==> src/rtl/nes_pkg.sv <==
// Shared NES bus definitions: DMA state encoding and fixed register addresses.
package nes_pkg;
    typedef enum logic [2:0] {IDLE, HALT, ALIGN, READ, WRITE} dma_state_t;

    localparam logic [15:0] ADDR_OAMDMA  = 16'h4014;
    localparam logic [15:0] ADDR_OAMDATA = 16'h2004;
endpackage

==> src/rtl/oam_dma_if.sv <==
// CPU-side bus seen by the OAM DMA: CPU strobes/drives in, DMA takeover signals out.
interface oam_dma_if;
    logic        cpu_ce;
    logic [15:0] cpu_addr;
    logic        cpu_rw;
    logic [7:0]  cpu_wdata;
    logic [7:0]  bus_rdata;
    logic        dma_halt;
    logic        dma_active;
    logic [15:0] dma_addr;
    logic        dma_rw;
    logic [7:0]  dma_wdata;
    logic        dma_busy;

    modport master (
        input  cpu_ce, cpu_addr, cpu_rw, cpu_wdata, bus_rdata,
        output dma_halt, dma_active, dma_addr, dma_rw, dma_wdata, dma_busy
    );
    modport slave (
        output cpu_ce, cpu_addr, cpu_rw, cpu_wdata, bus_rdata,
        input  dma_halt, dma_active, dma_addr, dma_rw, dma_wdata, dma_busy
    );
endinterface

==> src/rtl/cpu_cycle_parity.sv <==
// Get/put cycle parity: toggles once per CPU cycle from reset; put=1 marks a put (write) cycle.
module cpu_cycle_parity (
    input  logic clk,
    input  logic n_reset,
    input  logic cpu_ce,
    output logic put
);
    always_ff @(posedge clk or negedge n_reset) begin
        if (!n_reset)    put <= 1'b0;
        else if (cpu_ce) put <= ~put;
    end
endmodule

==> src/rtl/oam_dma.sv <==
// Sprite OAM DMA: on a write to the trigger address, halt the CPU and copy one
// source page to OAMDATA as alternating read/write CPU cycles.
module oam_dma
    import nes_pkg::*;
#(
    parameter logic [15:0] TRIGGER_ADDR  = ADDR_OAMDMA,
    parameter logic [15:0] OAM_DATA_ADDR = ADDR_OAMDATA,
    parameter int          XFER_LEN      = 256   // power of two, at most 256
) (
    input  logic      clk,
    input  logic      n_reset,
    oam_dma_if.master bus
);
    localparam logic [7:0] LAST_IDX = 8'(XFER_LEN - 1);

    dma_state_t  state;
    logic [7:0]  page;
    logic [7:0]  idx;
    logic        put;
    logic        halt_q;
    logic        active_q;
    logic        rw_q;
    logic [15:0] addr_q;
    logic [7:0]  wdata_q;
    logic        trigger;

    cpu_cycle_parity u_parity (
        .clk     (clk),
        .n_reset (n_reset),
        .cpu_ce  (bus.cpu_ce),
        .put     (put)
    );

    assign trigger = !bus.cpu_rw && (bus.cpu_addr == TRIGGER_ADDR);

    // Bus outputs are registered from the next state so they are valid for the whole CPU cycle.
    always_ff @(posedge clk or negedge n_reset) begin
        if (!n_reset) begin
            state    <= IDLE;
            page     <= 8'h00;
            idx      <= 8'h00;
            halt_q   <= 1'b0;
            active_q <= 1'b0;
            rw_q     <= 1'b1;
            addr_q   <= 16'h0000;
            wdata_q  <= 8'h00;
        end else if (bus.cpu_ce) begin
            case (state)
                IDLE: if (trigger) begin
                    page   <= bus.cpu_wdata;
                    idx    <= 8'h00;
                    halt_q <= 1'b1;
                    state  <= HALT;
                end
                // CPU only freezes on a read; a put cycle here means the next one is a get.
                HALT: if (bus.cpu_rw) begin
                    if (put) begin
                        state    <= READ;
                        active_q <= 1'b1;
                        rw_q     <= 1'b1;
                        addr_q   <= {page, idx};
                    end else begin
                        state <= ALIGN;
                    end
                end
                ALIGN: begin
                    state    <= READ;
                    active_q <= 1'b1;
                    rw_q     <= 1'b1;
                    addr_q   <= {page, idx};
                end
                READ: begin
                    wdata_q <= bus.bus_rdata;
                    rw_q    <= 1'b0;
                    addr_q  <= OAM_DATA_ADDR;
                    state   <= WRITE;
                end
                WRITE: begin
                    if (idx == LAST_IDX) begin
                        state    <= IDLE;
                        halt_q   <= 1'b0;
                        active_q <= 1'b0;
                    end else begin
                        idx    <= idx + 8'd1;
                        rw_q   <= 1'b1;
                        addr_q <= {page, idx + 8'd1};
                        state  <= READ;
                    end
                end
                default: state <= IDLE;
            endcase
        end
    end

    assign bus.dma_halt   = halt_q;
    assign bus.dma_active = active_q;
    assign bus.dma_rw     = rw_q;
    assign bus.dma_addr   = addr_q;
    assign bus.dma_wdata  = wdata_q;
    assign bus.dma_busy   = (state != IDLE);
endmodule

==> src/flat_wrapper.sv <==
// flat-port wrapper written by rule: the top's interface ports become plain ports
module oam_dma_flat import nes_pkg::*;
#(
    parameter logic [15:0] TRIGGER_ADDR  = ADDR_OAMDMA,
    parameter logic [15:0] OAM_DATA_ADDR = ADDR_OAMDATA,
    parameter int          XFER_LEN      = 256                               
)
  (clk, n_reset, bus_cpu_ce, bus_cpu_addr, bus_cpu_rw, bus_cpu_wdata, bus_bus_rdata, bus_dma_halt, bus_dma_active, bus_dma_addr, bus_dma_rw, bus_dma_wdata, bus_dma_busy);
  oam_dma_if bus_i ();
  input  logic clk;
  input  logic n_reset;
  input wire logic [$bits(bus_i.cpu_ce)-1:0] bus_cpu_ce;
  input wire logic [$bits(bus_i.cpu_addr)-1:0] bus_cpu_addr;
  input wire logic [$bits(bus_i.cpu_rw)-1:0] bus_cpu_rw;
  input wire logic [$bits(bus_i.cpu_wdata)-1:0] bus_cpu_wdata;
  input wire logic [$bits(bus_i.bus_rdata)-1:0] bus_bus_rdata;
  output wire logic [$bits(bus_i.dma_halt)-1:0] bus_dma_halt;
  output wire logic [$bits(bus_i.dma_active)-1:0] bus_dma_active;
  output wire logic [$bits(bus_i.dma_addr)-1:0] bus_dma_addr;
  output wire logic [$bits(bus_i.dma_rw)-1:0] bus_dma_rw;
  output wire logic [$bits(bus_i.dma_wdata)-1:0] bus_dma_wdata;
  output wire logic [$bits(bus_i.dma_busy)-1:0] bus_dma_busy;
  assign bus_i.cpu_ce = bus_cpu_ce;
  assign bus_i.cpu_addr = bus_cpu_addr;
  assign bus_i.cpu_rw = bus_cpu_rw;
  assign bus_i.cpu_wdata = bus_cpu_wdata;
  assign bus_i.bus_rdata = bus_bus_rdata;
  assign bus_dma_halt = bus_i.dma_halt;
  assign bus_dma_active = bus_i.dma_active;
  assign bus_dma_addr = bus_i.dma_addr;
  assign bus_dma_rw = bus_i.dma_rw;
  assign bus_dma_wdata = bus_i.dma_wdata;
  assign bus_dma_busy = bus_i.dma_busy;
  oam_dma #(.TRIGGER_ADDR(TRIGGER_ADDR), .OAM_DATA_ADDR(OAM_DATA_ADDR), .XFER_LEN(XFER_LEN)) u_core (.clk(clk), .n_reset(n_reset), .bus(bus_i));
endmodule
==> config.mk <==
export PLATFORM = sky130hd
export DESIGN_NAME = oam_dma_flat
export DESIGN_NICKNAME = d
export VERILOG_FILES = /design/src/rtl/nes_pkg.sv /design/src/rtl/oam_dma_if.sv /design/src/rtl/cpu_cycle_parity.sv /design/src/rtl/oam_dma.sv /design/src/flat_wrapper.sv
export SDC_FILE = /design/constraint.sdc
export NUM_CORES = 1
export LEC_CHECK = 0
export CELL_PAD_IN_SITES_DETAIL_PLACEMENT = 1
export CELL_PAD_IN_SITES_GLOBAL_PLACEMENT = 2
export CORE_ASPECT_RATIO = 0.9
export CORE_MARGIN = 10
export CORE_UTILIZATION = 31
export CTS_BUF_LIST = sky130_fd_sc_hd__clkbuf_8
export DETAILED_ROUTE_END_ITERATION = 10
export PLACE_DENSITY = 0.88
export SYNTH_ARGS = -nofsm -noshare
export SYNTH_HDL_FRONTEND = slang
export SYNTH_SLANG_ARGS = --single-unit
==> constraint.sdc <==
create_clock -name clk -period 2 [get_ports clk]
set_clock_uncertainty 0.05 [all_clocks]
set_input_delay 0.6 -clock clk [delete_from_list [all_inputs] [get_ports clk]]
set_output_delay 0.6 -clock clk [all_outputs]
set_load 0.02 [all_outputs]
==> metrics.md, run 1 <==
| Metric | Value |
|---|---|
| Outcome | `completed` |
| Via count | `2265` |
| Hpwl dp | `5.96 mm` |
| RSZ-0062 raised after global routing | `no` |
| Leak | `1.54 nW` |
| Reg2Reg Depth | `4` |
| CP Max Fanout | `2` |
| Largest stage delay on the critical path | `620 ps` |
| Worst slew margin | `70.0%` |
| CP endpoint kind | `output port` |
| Die Y | `104 um` |
| Maximum achievable frequency | `511 MHz` |
| Register area share after synthesis | `48.7%` |
| Crit start category | `register` |
| Routed wire length per instance | `18.7 um` |
| Diode count | `0` |
| Port bufs | `63` |
| CTS Buf Count | `5` |
| Tot GR Track Use | `13.4%` |
| Post-synth cell types | `49` |
| Via/cell ratio | `5.34` |
| Highest routed metal layer | `met4` |
| Vias in the first global route | `2520` |
| Cell Area, Synth | `2420 um^2` |
| Largest family of logic cells by synthesized area | `compound AO/OA/AOI/OAI gates` |
| Placer Congestion | `0.870` |
| WP data arrival | `1310 ps` |
| Clk root buf | `clkbuf_8` |
| Global-route wire length before repair | `13.1 mm` |
| CTS sink cnt | `47` |
| M1 WL | `3.62 mm` |
| Sequential Power Share | `36.3%` |
| Met2 WL | `3.72 mm` |
| Met3 Routed Length | `526 um` |
| Number of synthesized flops with an enable pin | `0` |
| Mapped Avg Cell Area | `10.2 um^2` |
| Total wire length | `7.95 mm` |
| RR Startpoint | `u_core.state[2]` |
| Hold_buf cts | `0` |
| Least-Margin Pin Slew | `449 ps` |
| P_int | `2.45 mW` |
| Initial DRT Pass Iterations | `4` |
| Crit. path cell count | `1` |
| H-tree depth reported by CTS | `2` |
| Largest net degree at the start of global routing | `18` |
| R2r setup slk | `80 ps` |
| Slowest stage cell on the critical path | `clkdlybuf4s50_1` |
| Post-synthesis mux area share | `10.2%` |
| Switching share of total power | `41.5%` |
| Crit path capture | `bus_dma_addr[0]` |
| Largest delay contributor family on the critical path | `buffers and inverters` |
| Hold Vio Cnt, Final | `0` |
| Comb pwr share | `49.3%` |
| Final setup fails | `0` |
| Critical-path cell list | `clkdlybuf4s50_1` |
| Starting DRT DRC Count | `123` |
| Asr flop ratio synth | `100%` |
| Fin cells | `424` |
| Area Overhead vs Synth | `46.1%` |
| Max cap viols | `0` |
| Post-synthesis compound-gate area fraction | `18.3%` |
| Mapped Cells | `236` |
| Filler cells | `891` |
| Yosys reg bits | `47` |
| Net Count, Synth | `273` |
| Total power | `4.19 mW` |
| Sum Neg Setup Slack | `0 ps` |
| Skew-Pair Late Insertion Delay | `310 ps` |
| Reg-to-reg critical path endpoint | `u_core.bus.dma_addr[7]` |
| Die ar. | `11700 um^2` |
| Drt drc | `0` |
| Fin crit period | `1960 ps` |
| Power Dens Cells | `1180 nW/um^2` |
| Critical path class | `reg2out` |
| Boundary Pins | `64` |
| Simple logic cell fraction of the synthesized area | `17.2%` |
| Dpl cells | `412` |
| Source of the critical timing path | `u_core.bus.dma_addr[0]` |
| Share of cells above drive strength 1 | `24.7%` |
| Initial Utilization | `31.9%` |
| Sum of buffers and inverters on the critical path | `1` |
| Initial antenna violation count | `0` |
| CTS tree | `built` |
| Clock group share of total power | `14.4%` |
| Final worst-path cycle share | `97.8%` |
| Xor-xnor portion of the synthesized cell area | `0.362%` |
| Fin. max-slew vios | `0` |
| IR drop worst, VDD | `0.581 mV` |
| Number of cell rows | `30` |
| Switching Power | `1.74 mW` |
| Nets@finish | `364` |
| Adder-Cell Fraction of Synth Area | `0.517%` |
| CP required | `1350 ps` |
| Ys Warns | `0` |
| Core area | `7580 um^2` |
| Die Span X | `113 um` |
| Total gr overflow | `0` |
| Post-DRT Antenna Nets | `0` |
| CTS Buffer Depth | `2` |
| Top_reg_cell synth | `dfrtp_1` |
| Reg clk slew, reported paths | `100 ps` |
| Hold Crit Class | `in2async` |
[timing repair]
item,in CTS,in global routing
setup endpoints to repair,22,12
gates cloned,1,0
buffers inserted,2,1
pin swaps,6,4
gates resized for setup,32,8
[cells in the mapped netlist (3+ instances only)]
cell type,count,area share [%]
a31oi_1,12,3.1
o21ai_0,24,5.0
a21oi_1,10,2.1
clkbuf_1,5,0.78
nor2_1,6,0.93
o211ai_1,3,0.93
o31ai_1,8,2.5
mux2_2,21,9.8
nor3_1,6,1.2
and3_1,3,0.78
nor3b_1,3,0.93
dfrtp_1,46,48
nand3_1,9,1.9
nand2_1,19,2.9
nor4_1,3,0.78
inv_1,11,1.7
buf_2,9,1.9
[flip-flops by register name, indices dropped and copies added (netlist names)]
register / flops
u_core.u_parity.put: 1
u_core.idx: 8
u_core.page: 8
u_core.bus.dma_halt: 1
u_core.bus.dma_rw: 1
u_core.bus.dma_addr: 16
u_core.bus.dma_active: 1
u_core.bus.dma_wdata: 8
u_core.state: 3
[how the worst min path moves through the flow]
stage,from,end,slack [ps],cells after the start
after floorplan,n_reset,u_core.bus.dma_active,250,0
after global placement,u_core.u_parity.put,u_core.u_parity.put,430,1
after detailed placement,u_core.bus.dma_wdata[3],u_core.bus.dma_wdata[3],450,1
after CTS,n_reset,u_core.idx[0],170,1
after global routing,n_reset,u_core.idx[0],180,1
final,n_reset,u_core.idx[0],170,1
[placed cells by master, fill, tap and decap left out, drive strengths merged, types with 2 or more instances in the layout]
cell           synthesis  layout
nand4                  2       2
nor3b                  3       3
dfrtp                 46      46
inv                   11      13
a31oi                 12      12
nand3                 10      10
nor2                   7       7
and3                   3       3
a2bb2oi                2       2
buf                   10      37
clkbuf                 5       6
nor2b                  2       2
clkdlybuf4s50          0      44
nor4                   5       5
dlymetal6s2s           0       3
o31ai                  8       8
nor4b                  2       2
mux2                  21      21
a21oi                 10      10
nand2                 20      20
o211a                  2       2
o21ai                 25      25
o211ai                 3       3
nor3                   7       7
dlygate4sd2            0      14
[kinds of logic after synthesis]
logic type               count (synthesis)
buffers and inverters                   26
flip-flops                              47
AO/OA/AOI/OAI                           70
multiplexers                            22
adder cells (fa/ha/maj)                  1
AND/OR/NAND/NOR                         69
XOR/XNOR                                 1
[final cells by class]
type / instances / area, um^2 / area share [%]
Multi-Input combinational cell: 163 / 1210 / 34.2
Sequential cell: 47 / 1180 / 33.3
Timing Repair Buffer: 99 / 897 / 25.4
Tap cell: 96 / 120 / 3.40
Clock buffer: 5 / 68.8 / 1.95
Inverter: 11 / 41.3 / 1.17
Clock inverter: 3 / 20.0 / 0.566
[metal layers]
| metal | track usage, % | up-vias |
|---|---|---|
| met5 | 0 | - |
| met4 | 3.26 | 0 |
| met3 | 3.86 | 7 |
| met2 | 21.8 | 67 |
| met1 | 16.9 | 1141 |
| li1 | - | 1050 |
[power by group through the flow]
stage	clock [mW]	combinational, mW	sequential [mW]
after floorplan	0	1.03	1.61
final	0.601	2.06	1.52
after CTS	0.619	2.07	1.51
after detailed placement	0	2.08	1.53
after global routing	0.655	2.25	1.57
after global placement	0	2.04	1.52
[through the flow]
step	utilization, %	worst slack (ps)	instance area, um^2	hold WS (ps)
after global placement	44.1	-435	3340	434
after global routing	46.6	0.348	3530	183
after detailed placement	44.1	-499	3340	446
after floorplan	-	23.5	2420	254
after CTS	46.3	3.84	3510	173
final	46.6	43.8	3530	173
Power figures use the tool's default switching activity.
==> inputs of run 2 (changes only) <==
- CORE_ASPECT_RATIO: 0.9 -> default
==> run 2 against run 1 <==
Effect of this change: fmax grew 0.21%; sequential power down 3%; count of clock-buffer cells in the layout is the same; first-iteration DRC count shrank 15%; core utilization increased by 0.23 points; clock power increased by 17%; via count decreased by 0.84%; cell count grew 1.9%; die area is essentially flat; sequential share of layout area shrank 0.41 points; power grew 3.4%; critical path type is now reg2reg.
==> metrics.md, run 2 (same netlist as run 1, synthesis figures left out) <==
| Metric | Value |
|---|---|
| CTS Buf Count | `5` |
| Die ar. | `11700 um^2` |
| Boundary Pins | `64` |
| Switching Power | `1.72 mW` |
| Final setup fails | `0` |
| Routed wire length per instance | `18.3 um` |
| Reg clk slew, reported paths | `90 ps` |
| CTS sink cnt | `47` |
| Hold Vio Cnt, Final | `0` |
| Comb pwr share | `49.9%` |
| Outcome | `completed` |
| Hold Crit Class | `in2async` |
| Filler cells | `852` |
| CP endpoint kind | `register` |
| Clock group share of total power | `16.2%` |
| Initial DRT Pass Iterations | `4` |
| Vias in the first global route | `2508` |
| Initial antenna violation count | `0` |
| H-tree depth reported by CTS | `2` |
| Hold WS | `162 ps` |
| Via/cell ratio | `5.20` |
| CTS tree | `built` |
| Crit start category | `register` |
| Leak | `1.54 nW` |
| Total gr overflow | `0` |
| Share of cells above drive strength 1 | `25.2%` |
| R2r setup slk | `50 ps` |
| CTS Buffer Depth | `2` |
| Max FFs per register | `16` |
| CP required | `2140 ps` |
| Drt drc | `0` |
| Diode count | `0` |
| Final worst-path cycle share | `97.6%` |
| Worst slew margin | `73.9%` |
| Sequential Power Share | `33.9%` |
| Maximum achievable frequency | `512 MHz` |
| Power Dens Cells | `1210 nW/um^2` |
| Largest net degree at the start of global routing | `33` |
| Fin util | `46.8%` |
| Port bufs | `63` |
| Number of cell rows | `32` |
| Dpl cell area | `3360 um^2` |
| Final instance area | `3580 um^2` |
| Hold_buf cts | `0` |
| Tot GR Track Use | `13.5%` |
| WP data arrival | `2090 ps` |
| Switching share of total power | `39.8%` |
| Placer Congestion | `0.883` |
| Hpwl dp | `6.04 mm` |
| Core area | `7650 um^2` |
| Max cap viols | `0` |
| Post-DRT Antenna Nets | `0` |
| Pre-CTS setup slack | `-538 ps` |
| Most frequent cells in the layout | `clkdlybuf4s50_1, dfrtp_1, buf_4` |
| IR drop worst, VDD | `0.657 mV` |
| Starting DRT DRC Count | `105` |
| Fin. max-slew vios | `0` |
| Global-route wire length before repair | `13.0 mm` |
| Total wire length | `7.89 mm` |
| Fin crit period | `1950 ps` |
| Area Overhead vs Synth | `48.1%` |
| Critical path class | `reg2reg` |
| Least-Margin Pin Slew | `392 ps` |
| Skew-Pair Late Insertion Delay | `300 ps` |
| Die Y | `108 um` |
| P_int | `2.61 mW` |
| Initial Utilization | `31.6%` |
| Nets@finish | `366` |
| Min setup slack post-route | `47.8 ps` |
| Die Span X | `108 um` |
| Via count | `2246` |
| RSZ-0062 raised after global routing | `no` |
| Clk root buf | `clkbuf_8` |
| CP Max Fanout | `7` |
## run 2: final timing paths
kind                                      from                     end  cells after the start
setup / recovery               u_core.state[0]  u_core.bus.dma_addr[1]                      5
hold / removal                         n_reset  u_core.bus.dma_addr[2]                      1
setup reg to reg               u_core.state[0]  u_core.bus.dma_addr[1]                      5
hold reg to reg            u_core.u_parity.put     u_core.u_parity.put                      1
max in group asynchronous              n_reset         u_core.state[0]                      2
min in group clk           u_core.u_parity.put     u_core.u_parity.put                      1
## run 2: routing by layer
metal | global-route usage [%] | wire length, um | vias to the layer above
met3 | 4.52 | 569 | 14
met4 | 2.82 | 136 | 0
met5 | 0 | 0 | -
met1 | 16.3 | 3440 | 1103
li1 | - | - | 1055
met2 | 23.1 | 3750 | 74
## run 2: through the flow
stage	instances	total power, mW	setup TNS (ps)
after floorplan	236	2.64	0
after global placement	419	3.59	-12830
after detailed placement	419	3.65	-14930
after CTS	432	4.35	0
after global routing	432	4.62	0
final	432	4.33	0
## run 2: power groups by stage
stage / Clock (mW) / Combinational (mW) / Sequential (mW)
after CTS: 0.721 / 2.17 / 1.46
after detailed placement: 0 / 2.17 / 1.48
after global routing: 0.758 / 2.35 / 1.51
after floorplan: 0 / 1.03 / 1.61
after global placement: 0 / 2.13 / 1.47
final: 0.702 / 2.16 / 1.47
## run 2: area by class of cell
type                            instances  area [um^2]  area share, %
Inverter                               11         41.3           1.15
Multi-Input combinational cell        163         1210           33.8
Clock inverter                          3         41.3           1.15
Tap cell                              102          128           3.56
Timing Repair Buffer                  101          915           25.5
Sequential cell                        47         1180           32.9
Clock buffer                            5         68.8           1.92
## run 2: what timing repair did
action	CTS	global route
gates resized for setup	32	7
setup buffers	4	0
pin swaps	6	4
cloned	1	0
setup endpoints to repair	27	18
## run 2: critical path, stage by stage (launching register included)
cell and delay, ps:
dfrtp_2 450, or3b_1 530, buf_4 230, nand2_1 180
o21ai_0 140, mux2_2 280
